**config.mk**
```make
export PLATFORM = sky130hd
export DESIGN_NAME = motor_pulse_receiver
export DESIGN_NICKNAME = d
export VERILOG_FILES = /design/src/rtl/motor_pkg.sv /design/src/rtl/pwm_generator.sv /design/src/rtl/motor_pulse_receiver.sv
export SDC_FILE = /design/constraint.sdc
export NUM_CORES = 1
export LEC_CHECK = 0
export ABC_AREA = 1
export ABC_CLOCK_PERIOD_IN_PS = 2700
export BUFFER_PORTS_ARGS = -buffer_cell sky130_fd_sc_hd__buf_2
export CAP_MARGIN = 20
export CORE_AREA = 2 2 88 90
export CTS_CLUSTER_DIAMETER = 60
export DETAILED_ROUTE_END_ITERATION = 10
export DIE_AREA = 0 0 90 92
export PLACE_DENSITY = 0.67
export SLEW_MARGIN = 30
export SYNTH_ARGS = -nofsm -noshare
export SYNTH_HDL_FRONTEND = slang
export SYNTH_SLANG_ARGS = --single-unit
```
**constraint.sdc**
```tcl
create_clock -name clk -period 2.7 [get_ports clk]
set_input_delay 0.27 -clock clk [delete_from_list [all_inputs] [get_ports clk]]
set_output_delay 0.27 -clock clk [all_outputs]
set_load 0.005 [all_outputs]
```
**src/rtl/motor_pkg.sv**
```systemverilog
// motor_pkg: direction/state encodings and refresh timing shared by the motor command sender and receiver
package motor_pkg;
    typedef enum logic [1:0] {DIR_FWD = 2'b00, DIR_REV = 2'b01, DIR_STOP = 2'b10} dir_t;
    typedef enum logic [1:0] {S_FWD = 2'b00, S_REV = 2'b01, S_STOP = 2'b10, S_DEAD = 2'b11} motor_state_t;
    localparam int REFRESH_CYCLES = 1 << 22;
    localparam int DEFAULT_TIMEOUT = 2 * REFRESH_CYCLES;
    function automatic motor_state_t dir_to_state(input dir_t d);
        return (d == DIR_REV) ? S_REV : S_FWD;
    endfunction
endpackage

```
**src/rtl/pwm_generator.sv**
```systemverilog
// pwm_generator: free-running PWM counter with duty captured once per period and saturated to the period
module pwm_generator #(
    parameter int PWM_PERIOD = 2500,
    parameter int DUTY_W     = 12
) (
    input  logic              clk,
    input  logic              rst,
    input  logic [DUTY_W-1:0] duty,
    output logic              pwm_hi
);
    localparam int CW = (PWM_PERIOD > 1) ? $clog2(PWM_PERIOD) : 1;
    localparam int QW = $clog2(PWM_PERIOD + 1);
    logic [CW-1:0] r_cnt;
    logic [QW-1:0] r_duty_q;
    logic [QW-1:0] w_duty_sat;
    logic [QW-1:0] w_duty_eff;
    logic          w_wrap;
    assign w_wrap     = r_cnt == '0;
    assign w_duty_sat = (32'(duty) >= 32'(PWM_PERIOD)) ? QW'(PWM_PERIOD) : QW'(duty);
    // the freshly sampled duty already governs the first cycle of its period
    assign w_duty_eff = w_wrap ? w_duty_sat : r_duty_q;
    assign pwm_hi     = QW'(r_cnt) < w_duty_eff;
    always_ff @(posedge clk) begin
        if (rst) begin
            r_cnt    <= '0;
            r_duty_q <= '0;
        end else begin
            r_cnt    <= (r_cnt == CW'(PWM_PERIOD - 1)) ? '0 : r_cnt + CW'(1);
            r_duty_q <= w_wrap ? w_duty_sat : r_duty_q;
        end
    end
endmodule

```
**src/rtl/motor_pulse_receiver.sv**
```systemverilog
// motor_pulse_receiver: turns periodic motor command pulses into dead-timed, watchdog-guarded H-bridge PWM drive
module motor_pulse_receiver
    import motor_pkg::*;
#(
    parameter int TIMEOUT_CYCLES  = DEFAULT_TIMEOUT,
    parameter int DEADTIME_CYCLES = 50_000,
    parameter int PWM_PERIOD      = 2500,
    parameter int DUTY_W          = 12
) (
    input  logic              clk,
    input  logic              rst,
    input  logic              forward_rst,
    input  logic              reverse_rst,
    input  logic              stop_rst,
    input  logic [DUTY_W-1:0] duty,
    output logic              in1,
    output logic              in2,
    output logic [1:0]        motor_state,
    output logic              timeout_flag,
    output logic              pulse_err
);
    localparam int WDW = $clog2(TIMEOUT_CYCLES + 1);
    localparam int DTW = (DEADTIME_CYCLES > 1) ? $clog2(DEADTIME_CYCLES) : 1;
    motor_state_t   r_state;
    dir_t           r_target;
    logic [WDW-1:0] r_wd;
    logic [DTW-1:0] r_dt;
    logic           r_in1;
    logic           r_in2;
    logic           r_timeout;
    logic           r_pulse_err;
    logic           w_multi;
    logic           w_valid;
    logic           w_stop;
    logic           w_fwd;
    logic           w_rev;
    logic           w_drive;
    logic           w_fire;
    logic           w_dt_done;
    logic           w_pwm_hi;
    dir_t           w_dir;
    // colliding pulses collapse to stop but still refresh the watchdog
    assign w_multi   = (forward_rst & reverse_rst) | (forward_rst & stop_rst) | (reverse_rst & stop_rst);
    assign w_valid   = forward_rst | reverse_rst | stop_rst;
    assign w_stop    = stop_rst | w_multi;
    assign w_fwd     = forward_rst & ~w_stop;
    assign w_rev     = reverse_rst & ~w_stop;
    assign w_drive   = w_fwd | w_rev;
    assign w_dir     = w_fwd ? DIR_FWD : DIR_REV;
    assign w_fire    = ~w_valid & (r_wd == WDW'(TIMEOUT_CYCLES - 1)) & (r_state != S_STOP);
    assign w_dt_done = r_dt == DTW'(DEADTIME_CYCLES - 1);
    pwm_generator #(
        .PWM_PERIOD(PWM_PERIOD),
        .DUTY_W    (DUTY_W)
    ) u_pwm (
        .clk   (clk),
        .rst   (rst),
        .duty  (duty),
        .pwm_hi(w_pwm_hi)
    );
    always_ff @(posedge clk) begin
        if (rst) begin
            r_state     <= S_STOP;
            r_target    <= DIR_FWD;
            r_wd        <= '0;
            r_dt        <= '0;
            r_in1       <= 1'b0;
            r_in2       <= 1'b0;
            r_timeout   <= 1'b0;
            r_pulse_err <= 1'b0;
        end else begin
            r_pulse_err <= w_multi;
            r_wd        <= w_valid ? '0 : ((r_wd == WDW'(TIMEOUT_CYCLES)) ? r_wd : r_wd + WDW'(1));
            r_timeout   <= w_drive ? 1'b0 : (r_timeout | w_fire);
            r_in1       <= (r_state == S_FWD) & w_pwm_hi;
            r_in2       <= (r_state == S_REV) & w_pwm_hi;
            r_dt        <= (r_state == S_DEAD) ? r_dt + DTW'(1) : '0;
            if (w_stop || w_fire) begin
                r_state <= S_STOP;
            end else if (w_drive && r_state != S_DEAD && r_state != dir_to_state(w_dir)) begin
                r_state  <= S_DEAD;
                r_target <= w_dir;
            end else if (r_state == S_DEAD) begin
                if (w_drive && w_dir != r_target) begin
                    r_target <= w_dir;
                    r_dt     <= '0;
                end else if (w_dt_done) begin
                    r_state <= dir_to_state(r_target);
                end
            end
        end
    end
    assign in1          = r_in1;
    assign in2          = r_in2;
    assign motor_state  = r_state;
    assign timeout_flag = r_timeout;
    assign pulse_err    = r_pulse_err;
endmodule

```
==> run summary <==
========================================================================================================
Critical Path, Cell by Cell ............................................................... inv_2 > ha_1 > nand2_1 > nor2_1 > nand3_1 > buf_4 > nor2_1 > a22oi_1 > ha_1 > a21oi_1 > nor2_1 > a211oi_1 > o221a_2 > nand2_1 > nor2_1
Post-Synth Adder-Cell Area ................................................................        5.56%
Number of core rows .......................................................................           32
Via count of the first global-routing pass ................................................         3061
Wire length of the first global-routing pass ..............................................      12.8 mm
Buf/Inv on CP .............................................................................            2
Unrepaired setup endpoints after global routing ...........................................           no
Mean Syn Cell Area ........................................................................    7.41 um^2
Final Slew Violations .....................................................................            0
Post-synthesis cell area ..................................................................    3600 um^2
Distinct cell type count after synthesis ..................................................           42
Capturing element type of the critical path ...............................................     register
Cell at the root of the clock tree ........................................................ sky130_fd_sc_hd__clkbuf_8
Antenna diodes ............................................................................            0
Aggregate negative setup slack ............................................................         0 ns
Source of the worst hold timing path ......................................................  forward_rst
Pin count of the biggest net entering global routing ......................................           18
Highest clock rate ........................................................................      418 MHz
GR met1 Demand/Resource ...................................................................        22.3%
Clock tree sinks ..........................................................................           71
Arrival time reported for the critical path endpoint ......................................      2.68 ns
Synth Area in Simple Gates ................................................................        32.1%
Slew HR ...................................................................................        67.7%
Total clock buffers created by CTS ........................................................            9
X dimension of the die ....................................................................        90 um
Antenna violation net count after detailed routing ........................................            0
Io pins ...................................................................................           23
Die Area ..................................................................................    8280 um^2
Peak VDD IR ...............................................................................       242 uV
Placeable core region .....................................................................    7450 um^2
Start point of the critical path .......................................................... u_pwm.r_cnt[0]
Placed instance count .....................................................................          607
Vias ......................................................................................         3103
Total power divided by cell area ..........................................................  538 nW/um^2
Post-DR vias/cell .........................................................................         4.98
Final Instance Count excl. Fillers ........................................................          623
Final setup margin ........................................................................     0.306 ns
Final setup fails .........................................................................            0
Total of flip-flops plus latches after synthesis ..........................................           71
Type of element launching the critical path ...............................................     register
Aggregate global-route resource usage .....................................................        18.9%
Main combinational cell family by area after synthesis .................................... simple AND/OR/NAND/NOR gates
Number of resized instances in the post-cts repair step ...................................            0
Final hold violations .....................................................................            0
Pre-CTS setup slack .......................................................................     0.339 ns
DRT Wirelength ............................................................................      7.01 mm
Share of post-route cells with drive strength above 1 .....................................        14.0%
Synthesized netlist cell count ............................................................          486
Vertical die dimension ....................................................................        92 um
Post-route clock skew .....................................................................   0.00773 ns
Crit-path leading delay family ............................................................ compound AO/OA/AOI/OAI gates
Critical Path Max Stage Delay .............................................................      0.38 ns
Met3 Use GR ...............................................................................        4.68%
Yosys top cell by area .................................................................... sky130_fd_sc_hd__dfxtp_1
Synthesis warning total ...................................................................            0
Cell with the most instances after synthesis .............................................. sky130_fd_sc_hd__nor2_1
Kind of path behind the tightest hold check ............................................... input pin to register
Most common cell type on the critical path ................................................ sky130_fd_sc_hd__nor2_1
Synth cell count leaders .................................................................. sky130_fd_sc_hd__nor2_1, sky130_fd_sc_hd__nand2_1, sky130_fd_sc_hd__dfxtp_1
Most Crowded Layer GR .....................................................................         met2
Async set-or-reset flop fraction in the synthesized netlist ...............................           0%
Leakage power .............................................................................      1.62 nW
Initial antenna violation count ...........................................................            0
Time the worst path needs with I/O delays and setup .......................................      2.39 ns
Transition at the pin with the smallest max-transition slack ..............................     0.480 ns
Routed wire length per instance ...........................................................      11.2 um
Met2 capacity usage during global routing .................................................        33.1%
Latest clock arrival within the worst-skew pair ...........................................      0.35 ns
First-pass detailed-route iteration total .................................................            4
R2r startpoint ............................................................................ u_pwm.r_cnt[0]
CTS H-tree depth ..........................................................................            3
Part of the cycle the worst path needs ....................................................        88.7%
Number of nets in the layout ..............................................................          549
Layout overhead on the synthesized area ...................................................        12.4%
Synthesized Nets ..........................................................................          519
Setup repair bufs after CTS ...............................................................            0
Worst-path maximum fanout .................................................................            8
Class of the most critical setup path ..................................................... register to register
# DRC .....................................................................................            0
Cell type of the slowest stage on the worst timing path ................................... sky130_fd_sc_hd__dfxtp_1
Port buffer count .........................................................................           22
Synth area leaders ........................................................................ sky130_fd_sc_hd__dfxtp_1, sky130_fd_sc_hd__nor2_1, sky130_fd_sc_hd__nand2_1
Required time at the worst-slack endpoint .................................................      2.98 ns
Number of buffers on the longest clock path ...............................................            2
Initial drt markers .......................................................................           90
Max-cap viol count ........................................................................            0
Post-synthesis xor/xnor area fraction .....................................................        2.43%
Clock tree from TritonCTS .................................................................          yes
Starting density of the core ..............................................................        48.4%
Cts hold-fix bufs .........................................................................            0
Half-perimeter wire length after placement ................................................      5.38 mm
Post-CTS clock slew at the launch and capture registers of the worst setup and hold paths .      0.07 ns
Part of the Yosys area used for sequential elements .......................................        39.5%
Result of the run ......................................................................... complete, no violations
Top cell type's share of synthesized area .................................................        39.5%
Multiplexer fraction of the synthesized cell area .........................................       0.278%
Number of flops mapped to enable cells by yosys ...........................................            0
Fraction of the mapped netlist area in compound gates .....................................        12.0%
Dominant register cell in the synthesized netlist ......................................... sky130_fd_sc_hd__dfxtp_1
Remaining Overflow, GRT ...................................................................            0
Placer's final routability congestion estimate ............................................        0.776
========================================================================================================
==> metal layers <==
metal / wire length [um] / part of all wire [%]
met1: 3300 / 47
met3: 228 / 3.3
met5: 0 / 0
met4: 131 / 1.9
met2: 3340 / 48
==> cell families after synthesis <==
kind of cell / after synthesis
buf+inv: 77
simple gates: 235
fa+ha+maj: 16
xor+xnor: 10
flops: 71
mux: 1
compound gates: 76
==> cell type report <==
class                   count  area, um^2
fillers                   753        3400
multi-input cells         338        1890
flip-flops and latches     71        1420
inverters                  71         267
repair buffers             25         133
clock buffers              10         128
well taps                 102         128
clock inverters             6        85.1
==> sequential cells by signal (all words and copies together), names as in the netlist, 2 cells and up <==
register        cells
motor_state         2
r_dt               16
r_wd               24
u_pwm.r_cnt        12
u_pwm.r_duty_q     12
==> per-stage QoR <==
step / hold slack [ns] / instance area, um^2 / total power [mW] / util, %
2_1_floorplan: 0.360 / 3600 / 1.23 / -
5_1_grt: 0.200 / 4050 / 2.28 / 54.4
6_report: 0.188 / 4050 / 2.18 / 54.4
4_1_cts: 0.175 / 4050 / 2.21 / 54.4
3_3_place_gp: 0.432 / 3830 / 1.28 / 51.5
3_5_place_dp: 0.438 / 3830 / 1.29 / 51.5
==> power by group <==
group / total [mW] / switching (mW) / internal [mW] / leakage (nW)
sequential: 1.08 / 0.0100 / 1.07 / 0.575
clock: 0.914 / 0.398 / 0.517 / 0.102
combinational: 0.184 / 0.116 / 0.0681 / 0.942
total: 2.18 / 0.523 / 1.65 / 1.62
==> placed cells by master, fill, tap and decap left out, types with 3 or more instances in the layout <==
| master | instances |
|---|---|
| sky130_fd_sc_hd__nor3_2 | 4 |
| sky130_fd_sc_hd__buf_2 | 22 |
| sky130_fd_sc_hd__nor4_1 | 10 |
| sky130_fd_sc_hd__nor2_2 | 5 |
| sky130_fd_sc_hd__ha_1 | 16 |
| sky130_fd_sc_hd__nor3_1 | 17 |
| sky130_fd_sc_hd__nand3_1 | 17 |
| sky130_fd_sc_hd__dfxtp_1 | 71 |
| sky130_fd_sc_hd__buf_4 | 3 |
| sky130_fd_sc_hd__inv_1 | 63 |
| sky130_fd_sc_hd__o21ai_0 | 20 |
| sky130_fd_sc_hd__clkbuf_8 | 9 |
| sky130_fd_sc_hd__nand4_1 | 12 |
| sky130_fd_sc_hd__a21oi_1 | 34 |
| sky130_fd_sc_hd__nor3b_1 | 6 |
| sky130_fd_sc_hd__nand2_1 | 73 |
| sky130_fd_sc_hd__a31oi_1 | 3 |
| sky130_fd_sc_hd__inv_2 | 8 |
| sky130_fd_sc_hd__o21ai_1 | 3 |
| sky130_fd_sc_hd__nor2_1 | 76 |
| sky130_fd_sc_hd__xor2_1 | 9 |
| sky130_fd_sc_hd__o21a_1 | 5 |
==> final timing paths <==
kind	cells after the start	end	slack, ns
worst max-delay path	15	in1	0.31
worst min register to register	1	r_dt[0]	0.45
worst min-delay path	2	r_target[0]	0.19
worst max register to register	15	in1	0.31
No activity file was read; power rests on OpenSTA's default activity.
